<file path="src/rtl/m65c02_bus_pkg.sv">
// Shared types for the M65C02 bus controller: bus op encodings, region and FSM state enums.
package m65c02_bus_pkg;

    typedef enum logic [1:0] {
        OP_NONE = 2'b00,
        OP_WR   = 2'b01,
        OP_RD   = 2'b10,
        OP_IF   = 2'b11
    } io_op_e;

    typedef enum logic [1:0] {
        RGN_RAM,
        RGN_ROM,
        RGN_IO
    } region_e;

    typedef enum logic [1:0] {
        StIdle,
        StCoreWs,
        StDmaWs
    } state_e;

    // Counter width able to hold the largest wait-state value (at least one bit).
    function automatic int unsigned ws_width(int unsigned a, int unsigned b, int unsigned c);
        int unsigned m;
        m = (a > b) ? a : b;
        m = (m > c) ? m : c;
        return (m == 0) ? 1 : $clog2(m + 1);
    endfunction

endpackage

</file>
<file path="src/rtl/m65c02_bus_dec.sv">
// Address decoder: maps a bus address to a one-hot region enable and its wait-state count.
module m65c02_bus_dec
    import m65c02_bus_pkg::*;
#(
    parameter int unsigned pWS_RAM  = 0,
    parameter int unsigned pWS_ROM  = 2,
    parameter int unsigned pWS_IO   = 3,
    parameter logic [7:0]  pIO_Page = 8'hFE,
    parameter int unsigned CntW     = 2
) (
    input  logic [15:0]     addr,
    output logic [2:0]      ce,
    output logic [CntW-1:0] ws
);

    region_e region;

    always_comb begin
        if (addr[15:8] == pIO_Page) begin
            region = RGN_IO;
        end else if (addr[15]) begin
            region = RGN_ROM;
        end else begin
            region = RGN_RAM;
        end
    end

    // ce bit order: [2]=RAM, [1]=ROM, [0]=IO
    always_comb begin
        ce = 3'b000;
        ws = '0;
        case (region)
            RGN_RAM: begin ce = 3'b100; ws = CntW'(pWS_RAM); end
            RGN_ROM: begin ce = 3'b010; ws = CntW'(pWS_ROM); end
            RGN_IO:  begin ce = 3'b001; ws = CntW'(pWS_IO);  end
            default: begin ce = 3'b000; ws = '0;             end
        endcase
    end

endmodule

</file>
<file path="src/rtl/m65c02_bus_arb.sv">
// Bus controller between the M65C02 core and board memory: region decode, wait-state
// insertion and core-priority sharing with one DMA requester under a starvation limit.
module m65c02_bus_arb
    import m65c02_bus_pkg::*;
#(
    parameter int unsigned pWS_RAM  = 0,
    parameter int unsigned pWS_ROM  = 2,
    parameter int unsigned pWS_IO   = 3,
    parameter logic [7:0]  pIO_Page = 8'hFE,
    parameter int unsigned pMaxCore = 4
) (
    input  logic        Clk,
    input  logic        nRst,
    input  logic [1:0]  IO_Op,
    input  logic [15:0] AO,
    input  logic [7:0]  DO,
    output logic [7:0]  DI,
    output logic        Wait,
    input  logic        DMA_Req,
    input  logic        DMA_Wr,
    input  logic [15:0] DMA_AO,
    input  logic [7:0]  DMA_DO,
    output logic        DMA_Ack,
    output logic [7:0]  DMA_DI,
    output logic [15:0] MemAO,
    output logic [1:0]  MemOp,
    output logic [7:0]  MemDO,
    input  logic [7:0]  MemDI,
    output logic        CE_RAM,
    output logic        CE_ROM,
    output logic        CE_IO,
    output logic        Owner
);

    localparam int unsigned CntW    = ws_width(pWS_RAM, pWS_ROM, pWS_IO);
    localparam int unsigned StarveW = $clog2(pMaxCore + 1);

    state_e              state_q, state_d;
    logic [CntW-1:0]     cnt_q, cnt_d;
    logic [StarveW-1:0]  starve_q, starve_d, starve_inc;
    logic                owner_q, owner_d;
    logic                ack_q, ack_d;
    logic [7:0]          dma_di_q, dma_di_d;
    logic [2:0]          core_ce_q, core_ce_d;

    logic [2:0]          core_ce, dma_ce, ce;
    logic [CntW-1:0]     core_ws, dma_ws;
    logic                core_op, dma_req, starve_max, grant_core;

    m65c02_bus_dec #(
        .pWS_RAM (pWS_RAM),
        .pWS_ROM (pWS_ROM),
        .pWS_IO  (pWS_IO),
        .pIO_Page(pIO_Page),
        .CntW    (CntW)
    ) u_core_dec (
        .addr(AO),
        .ce  (core_ce),
        .ws  (core_ws)
    );

    m65c02_bus_dec #(
        .pWS_RAM (pWS_RAM),
        .pWS_ROM (pWS_ROM),
        .pWS_IO  (pWS_IO),
        .pIO_Page(pIO_Page),
        .CntW    (CntW)
    ) u_dma_dec (
        .addr(DMA_AO),
        .ce  (dma_ce),
        .ws  (dma_ws)
    );

    // The acknowledged request is still high in the Ack cycle; ignore it so it is not re-granted.
    assign core_op    = (IO_Op != OP_NONE);
    assign dma_req    = DMA_Req && !ack_q;
    assign starve_max = (starve_q == StarveW'(pMaxCore));
    assign starve_inc = starve_max ? starve_q : starve_q + StarveW'(1);
    assign grant_core = (state_q == StIdle) && core_op && !(dma_req && starve_max);

    always_ff @(posedge Clk or negedge nRst) begin
        if (!nRst) begin
            state_q   <= StIdle;
            cnt_q     <= '0;
            starve_q  <= '0;
            owner_q   <= 1'b0;
            ack_q     <= 1'b0;
            dma_di_q  <= 8'h00;
            core_ce_q <= 3'b000;
        end else begin
            state_q   <= state_d;
            cnt_q     <= cnt_d;
            starve_q  <= starve_d;
            owner_q   <= owner_d;
            ack_q     <= ack_d;
            dma_di_q  <= dma_di_d;
            core_ce_q <= core_ce_d;
        end
    end

    // Counter is loaded with WS-1 for the core since the grant clock already counts as one.
    always_comb begin
        state_d   = state_q;
        cnt_d     = cnt_q;
        starve_d  = starve_q;
        owner_d   = owner_q;
        ack_d     = 1'b0;
        dma_di_d  = dma_di_q;
        core_ce_d = core_ce_q;
        case (state_q)
            StIdle: begin
                if (!dma_req) starve_d = '0;
                if (grant_core) begin
                    if (core_ws == '0) begin
                        if (dma_req) starve_d = starve_inc;
                    end else begin
                        state_d   = StCoreWs;
                        cnt_d     = core_ws - CntW'(1);
                        core_ce_d = core_ce;
                    end
                end else if (dma_req) begin
                    state_d = StDmaWs;
                    cnt_d   = dma_ws;
                    owner_d = 1'b1;
                end
            end
            StCoreWs: begin
                if (cnt_q == '0) begin
                    state_d = StIdle;
                    if (DMA_Req) starve_d = starve_inc;
                end else begin
                    cnt_d = cnt_q - CntW'(1);
                end
            end
            StDmaWs: begin
                if (cnt_q == '0) begin
                    ack_d    = 1'b1;
                    if (!DMA_Wr) dma_di_d = MemDI;
                    starve_d = '0;
                    owner_d  = 1'b0;
                    state_d  = StIdle;
                end else begin
                    cnt_d = cnt_q - CntW'(1);
                end
            end
            default: state_d = StIdle;
        endcase
    end

    always_comb begin
        MemAO = AO;
        MemDO = DO;
        MemOp = OP_NONE;
        ce    = 3'b000;
        Wait  = 1'b0;
        if (owner_q) begin
            MemAO = DMA_AO;
            MemDO = DMA_DO;
            MemOp = DMA_Wr ? OP_WR : OP_RD;
            ce    = dma_ce;
        end else if (state_q == StCoreWs) begin
            MemOp = IO_Op;
            ce    = core_ce_q;
        end else if (grant_core) begin
            MemOp = IO_Op;
            ce    = core_ce;
        end
        case (state_q)
            StIdle:   Wait = core_op && (!grant_core || (core_ws != '0));
            StCoreWs: Wait = (cnt_q != '0);
            StDmaWs:  Wait = core_op;
            default:  Wait = 1'b0;
        endcase
        if (!nRst) begin
            MemOp = OP_NONE;
            ce    = 3'b000;
            Wait  = 1'b0;
        end
    end

    assign {CE_RAM, CE_ROM, CE_IO} = ce;
    assign DI      = MemDI;
    assign DMA_Ack = ack_q;
    assign DMA_DI  = dma_di_q;
    assign Owner   = owner_q;

endmodule
</file>
<file path="config.mk">
export PLATFORM = sky130hd
export DESIGN_NAME = m65c02_bus_arb
export DESIGN_NICKNAME = d
export VERILOG_FILES = /design/src/rtl/m65c02_bus_pkg.sv /design/src/rtl/m65c02_bus_dec.sv /design/src/rtl/m65c02_bus_arb.sv
export SDC_FILE = /design/constraint.sdc
export NUM_CORES = 1
export LEC_CHECK = 0
export ABC_AREA = 1
export BUFFER_PORTS_ARGS = -buffer_cell sky130_fd_sc_hd__buf_2
export CAP_MARGIN = 40
export CORE_MARGIN = 5
export CORE_UTILIZATION = 46
export DETAILED_ROUTE_END_ITERATION = 8
export GPL_TIMING_DRIVEN = 0
export PLACE_DENSITY_LB_ADDON = 0.08
export SLEW_MARGIN = 20
export SYNTH_ARGS = -nofsm -noshare
export SYNTH_HDL_FRONTEND = slang
export SYNTH_SLANG_ARGS = --single-unit
</file>
<file path="constraint.sdc">
create_clock -name Clk -period 2.95 [get_ports Clk]
set_input_delay 0.885 -clock Clk [delete_from_list [all_inputs] [get_ports Clk]]
set_output_delay 0.885 -clock Clk [all_outputs]
set_load 0.02 [all_outputs]
</file>
Yosys cells after proc, flatten, opt, wreduce, memory -nomap -nowiden:

Index checks and enable logic that the tools add are counted.

* $add $sub $neg: 3
* equal/unequal tests: 18
* mux-type cells: 46
* bitwise gates (word level): 2
* reductions and logical operators: 27

Operator list (number)
* two-way mux 3 bit: 12
* two-way mux 2 bit: 15
* case mux 3 bit (3 select lines): 3
* equality test 8 bit, second input constant: 2
* two-way mux 16 bit: 1
* case mux 2 bit (2 select lines): 4
* inequality test 2 bit, second input constant: 6
* AND reduction 4 bit: 3
* logical NOT 2 bit: 5
* nonzero test 2 bit: 5
* AND reduction 3 bit: 3
* two-way mux 1 bit: 8
* two-way mux 8 bit: 1
* equality test 2 x 1 -> 1 bit, second input constant: 3
* equality test 2 bit, second input constant: 3
* inequality test 3 bit, second input constant: 2
* logical AND 1 bit: 5
* subtractor 2 x 1 -> 2 bit, second input constant: 2
* adder 3 x 1 -> 3 bit, second input constant: 1
* equality test 3 bit, second input constant: 1
* logical NOT 1 bit: 3
* case mux 1 bit (3 select lines): 1
* nonzero test 3 bit: 1
* inequality test 2 x 1 -> 1 bit, second input constant: 1
* 4 further kinds: 5

* register bits after elaboration: 20
* input bits: 62
* output and inout port bits: 48
* word-level logic and storage cells: 103

Longest topological paths before layout:

* depth in word-level cells: 10
* mapped depth: 11
* mapped depth without buffers: 11

By module:

Synthesis repeated with hierarchy kept, for this count alone.

* cells, all modules: 275
* area total of the unflattened synthesis: 1791.7 sq um

By module, submodules not included
* m65c02_bus_arb: times used 1, cells each 251, area each 1686.6 sq um, seq. area each 500.5 sq um
* m65c02_bus_dec: times used 2, cells each 12, area each 52.6 sq um, seq. area each 0.0 sq um

Worst setup path before layout:

Ideal clock, no wire load.

* path type: input-to-output
* from: input DMA_Req
* to: output CE_ROM
* arrival time: 1747 ps
* required time: 2065 ps
* slack: 318 ps
* stages: 7
* path buffers: 0
* path through: inv_1 nor2_2 nand2_2 nand3_2 nor2_2 nand2_1 a21oi_1

* word-level cells in the longest chain between the ends: 8

RTL lines
* start: declaration: RTL line m65c02_bus_arb.sv:19 `input logic DMA_Req,`
* logical AND 1 bit: RTL line m65c02_bus_arb.sv:76 `assign dma_req = DMA_Req && !ack_q;`
* logical AND 1 bit: RTL line m65c02_bus_arb.sv:79 `assign grant_core = (state_q == StIdle) && core_op && !(dma_req && starve_max);`
* logical NOT 1 bit: RTL line m65c02_bus_arb.sv:79
* logical AND 1 bit: RTL line m65c02_bus_arb.sv:79
* two-way mux 3 bit: RTL line m65c02_bus_arb.sv:164 `end else if (grant_core) begin`
* two-way mux 3 bit: RTL line m65c02_bus_arb.sv:161 `end else if (state_q == StCoreWs) begin`
* two-way mux 3 bit: RTL line m65c02_bus_arb.sv:156 `if (owner_q) begin`
* two-way mux 3 bit: RTL line m65c02_bus_arb.sv:174 `if (!nRst) begin`
* end: declaration: RTL line m65c02_bus_arb.sv:30 `output logic CE_ROM,`

No other way between the ends.

Final worst setup path:

Same ends and word-level chain as after synthesis.

==> impl_metrics.toml <==
[timing]
setup_tns_ns = 0
relSlewSlack = 0.724
max_freq_mhz = 358
fin_hold_ws_ns = 0.480
hold_viol = 0
worstMarginPinSlew_ns = 0.414
rsz0062_at_grt = "false"
post-route-period-util = 0.947
setup_violations = 0
finalCriticalPeriod_ns = 2.79
finalWorstSetupSlack_ns = 0.156
drv_slew = 0
finClkSkew_ns = 0.00129

[logic_synthesis]
synthDistinctLibCells = 28
synth_largest_area_cell = "dfrtp_1"
synth_commonest_cells = "121 x nand2_1, 25 x inv_1, 20 x dfrtp_1"
synth_top_cell_area_share = 0.289
syn_avg_cell_area_sq_um = 6.63
syn-cell-area_sq_mm = 0.00173
ys.flop_type = "dfrtp_1"
seq_area_frac_synth = 0.289
synthCells = 261
synth.yosys.warnings = 0
synth_most_common_cell = "nand2_1"
synth-seq-cells = 20
synth_edf_count = 0
synth.area.top_cells = "dfrtp_1 29%, nand2_1 26%, mux2_4 6.9%, inv_1 5.4%, ha_1 5.1%"
synth-async-reset-ratio = 1.00
synth_fp_nets = 330

[cells_and_area]
fin_util = 0.661
nets = 444
stdcell_area_sq_mm = 0.00242
stdcell_count = 422
fill_cells = 347
drive_above_1_share = 0.388
n_antenna_cell = 0
syn_to_final_growth_pct = 39.8

[detailed_routing]
vias = 1975
drt_wl_total_um = 5060
drt-wirelength-per-cell_um = 12.0
drc = 0
first_pass_iters = 4
viasPerCell = 4.68
detail-route-antenna-nets = 0
drtIter0Drc = 77

[floorplanning]
num_rows = 22
die_h_um = 71.4
core-area_sq_mm = 0.00366
start_util = 0.473
io_pins = 110
design.die.area_sq_mm = 0.00509
fp.dieW_um = 71.4

[placed_design]
pre_cts_ws_ns = -0.0600
io_buffers = 109
dp_hpwl_um = 4180
gp_congestion = 0.870
dpl.cell_count = 418
placed_cell_area_sq_mm = 0.00234

[grt]
grt_max_degree = 25
grt_pass1_vias = 1773
grt_pass1_wl_um = 8070
antenna_found_initial = 0
grt_overflow = 0
grt_util_all_layers = 0.191

[clock_tree]
h-tree-depth = 1
cts-root-buf = "clkbuf_8"
tritoncts = "yes"
post_cts_buffers = 0
clk_pin_slew_worst_paths_ns = 0.08
numCtsBuffers = 3
clock-sinks = 20
cts_hold_buf = 0
clock_latency_ns = 0.26
clock_path_buffers = 2

[critical_path]
worst-setup-path-type = "in2out"
cp.arrival_ns = 1.91
crit_path_end_kind = "primary output"
startpoint_type = "primary input"
critPathSlowestCell = "a21oi_1"
cp.required_ns = 2.07
path_max_fanout = 6
cp_common_cell = "nor2_2"
slowest_delay_ns = 0.18
crit_chain = "buf_2 > inv_1 > nor2_2 > nand2_2 > nand3_4 > nor2_2 > nand2_1 > a21oi_1 > buf_4"

[hold_path]
hp-class = "reg2reg"

[power_and_ir_drop]
peakVddDrop_mv = 0.535
p_leak_nw = 1.50
power_mw = 2.38
p_per_area_mw_per_mm2 = 985

[job]
cap_violations = 0

[run_status]
status = "finished, final reports clean"
[layout by cell type, fill, tap and decap left out, types with 2 or more instances in the layout]
master      n
a21oi_1    11
ha_1        7
inv_1      25
nand4_1     3
nand2_1   121
buf_4      10
o21ai_1     2
nand3_4     2
nor2_2      3
nand3_1     7
o21ai_0    10
nor2_1     15
buf_2     107
o21ai_2     2
mux2_4      8
dfrtp_1    20
clkbuf_8    3
clkbuf_1    5
[final cells by class]
type / instances / area (sq um) / area share
Multi-Input combinational cell: 200 / 1050 / 0.433
Inverter: 27 / 101 / 0.0419
Clock inverter: 1 / 30.0 / 0.0124
Clock buffer: 3 / 41.3 / 0.0171
Tap cell: 48 / 60.1 / 0.0248
Sequential cell: 20 / 500 / 0.207
Timing Repair Buffer: 109 / 551 / 0.227
Buffer: 14 / 90.1 / 0.0372
[sequential cells by signal, summed over array words and instances, names as in the netlist]
name       count
core_ce_q      3
state_q        2
DMA_Ack        1
Owner          1
cnt_q          2
starve_q       3
DMA_DI         8
[power breakdown]
part	switching, mW	leakage, nW	total, mW	internal [mW]
sequential	0.0703	0.252	0.455	0.384
combinational	1.06	1.22	1.65	0.594
clock	0.0975	0.0357	0.279	0.181
total	1.22	1.50	2.38	1.16
[per-layer routing]
layer / track usage / routed length (um)
met3: 0.0323 / 508
met4: 0.0376 / 26
met1: 0.248 / 2100
met5: 0 / 0
met2: 0.335 / 2430
[path summary, 6_finish.rpt]
| path | start | end | slack, ns | cells past startpoint |
|---|---|---|---|---|
| worst max register to register | state_q[1] | starve_q[1] | 1.31 | 7 |
| max in group asynchronous | nRst | DMA_DI[7] | 2.22 | 1 |
| worst min register to register | core_ce_q[2] | core_ce_q[2] | 0.48 | 2 |
| worst max-delay path | DMA_Req | CE_ROM | 0.16 | 9 |
| min in group asynchronous | nRst | starve_q[1] | 0.50 | 1 |
| worst min-delay path | core_ce_q[2] | core_ce_q[2] | 0.48 | 2 |
[critical path, delay by kind of cell]
| kind | cells | cell delay [ns] |
|---|---|---|
| AOI/OAI and AO/OA | 1 | 0.18 |
| and+or+nand+nor | 5 | 0.50 |
| buffers and inverters | 3 | 0.35 |
[what timing repair did]
item,in CTS,in global routing
endpoints found under the setup margin,1,1
cloned,0,0
resized for setup,1,2
[cells by family after synthesis]
family | share of synthesized area
and+or+nand+nor | 0.397
DFF | 0.289
AOI/OAI and AO/OA | 0.0831
buffers and inverters | 0.111
adders and majority gates | 0.0506
muxes | 0.0694
No activity file was read; power rests on OpenSTA's default activity.
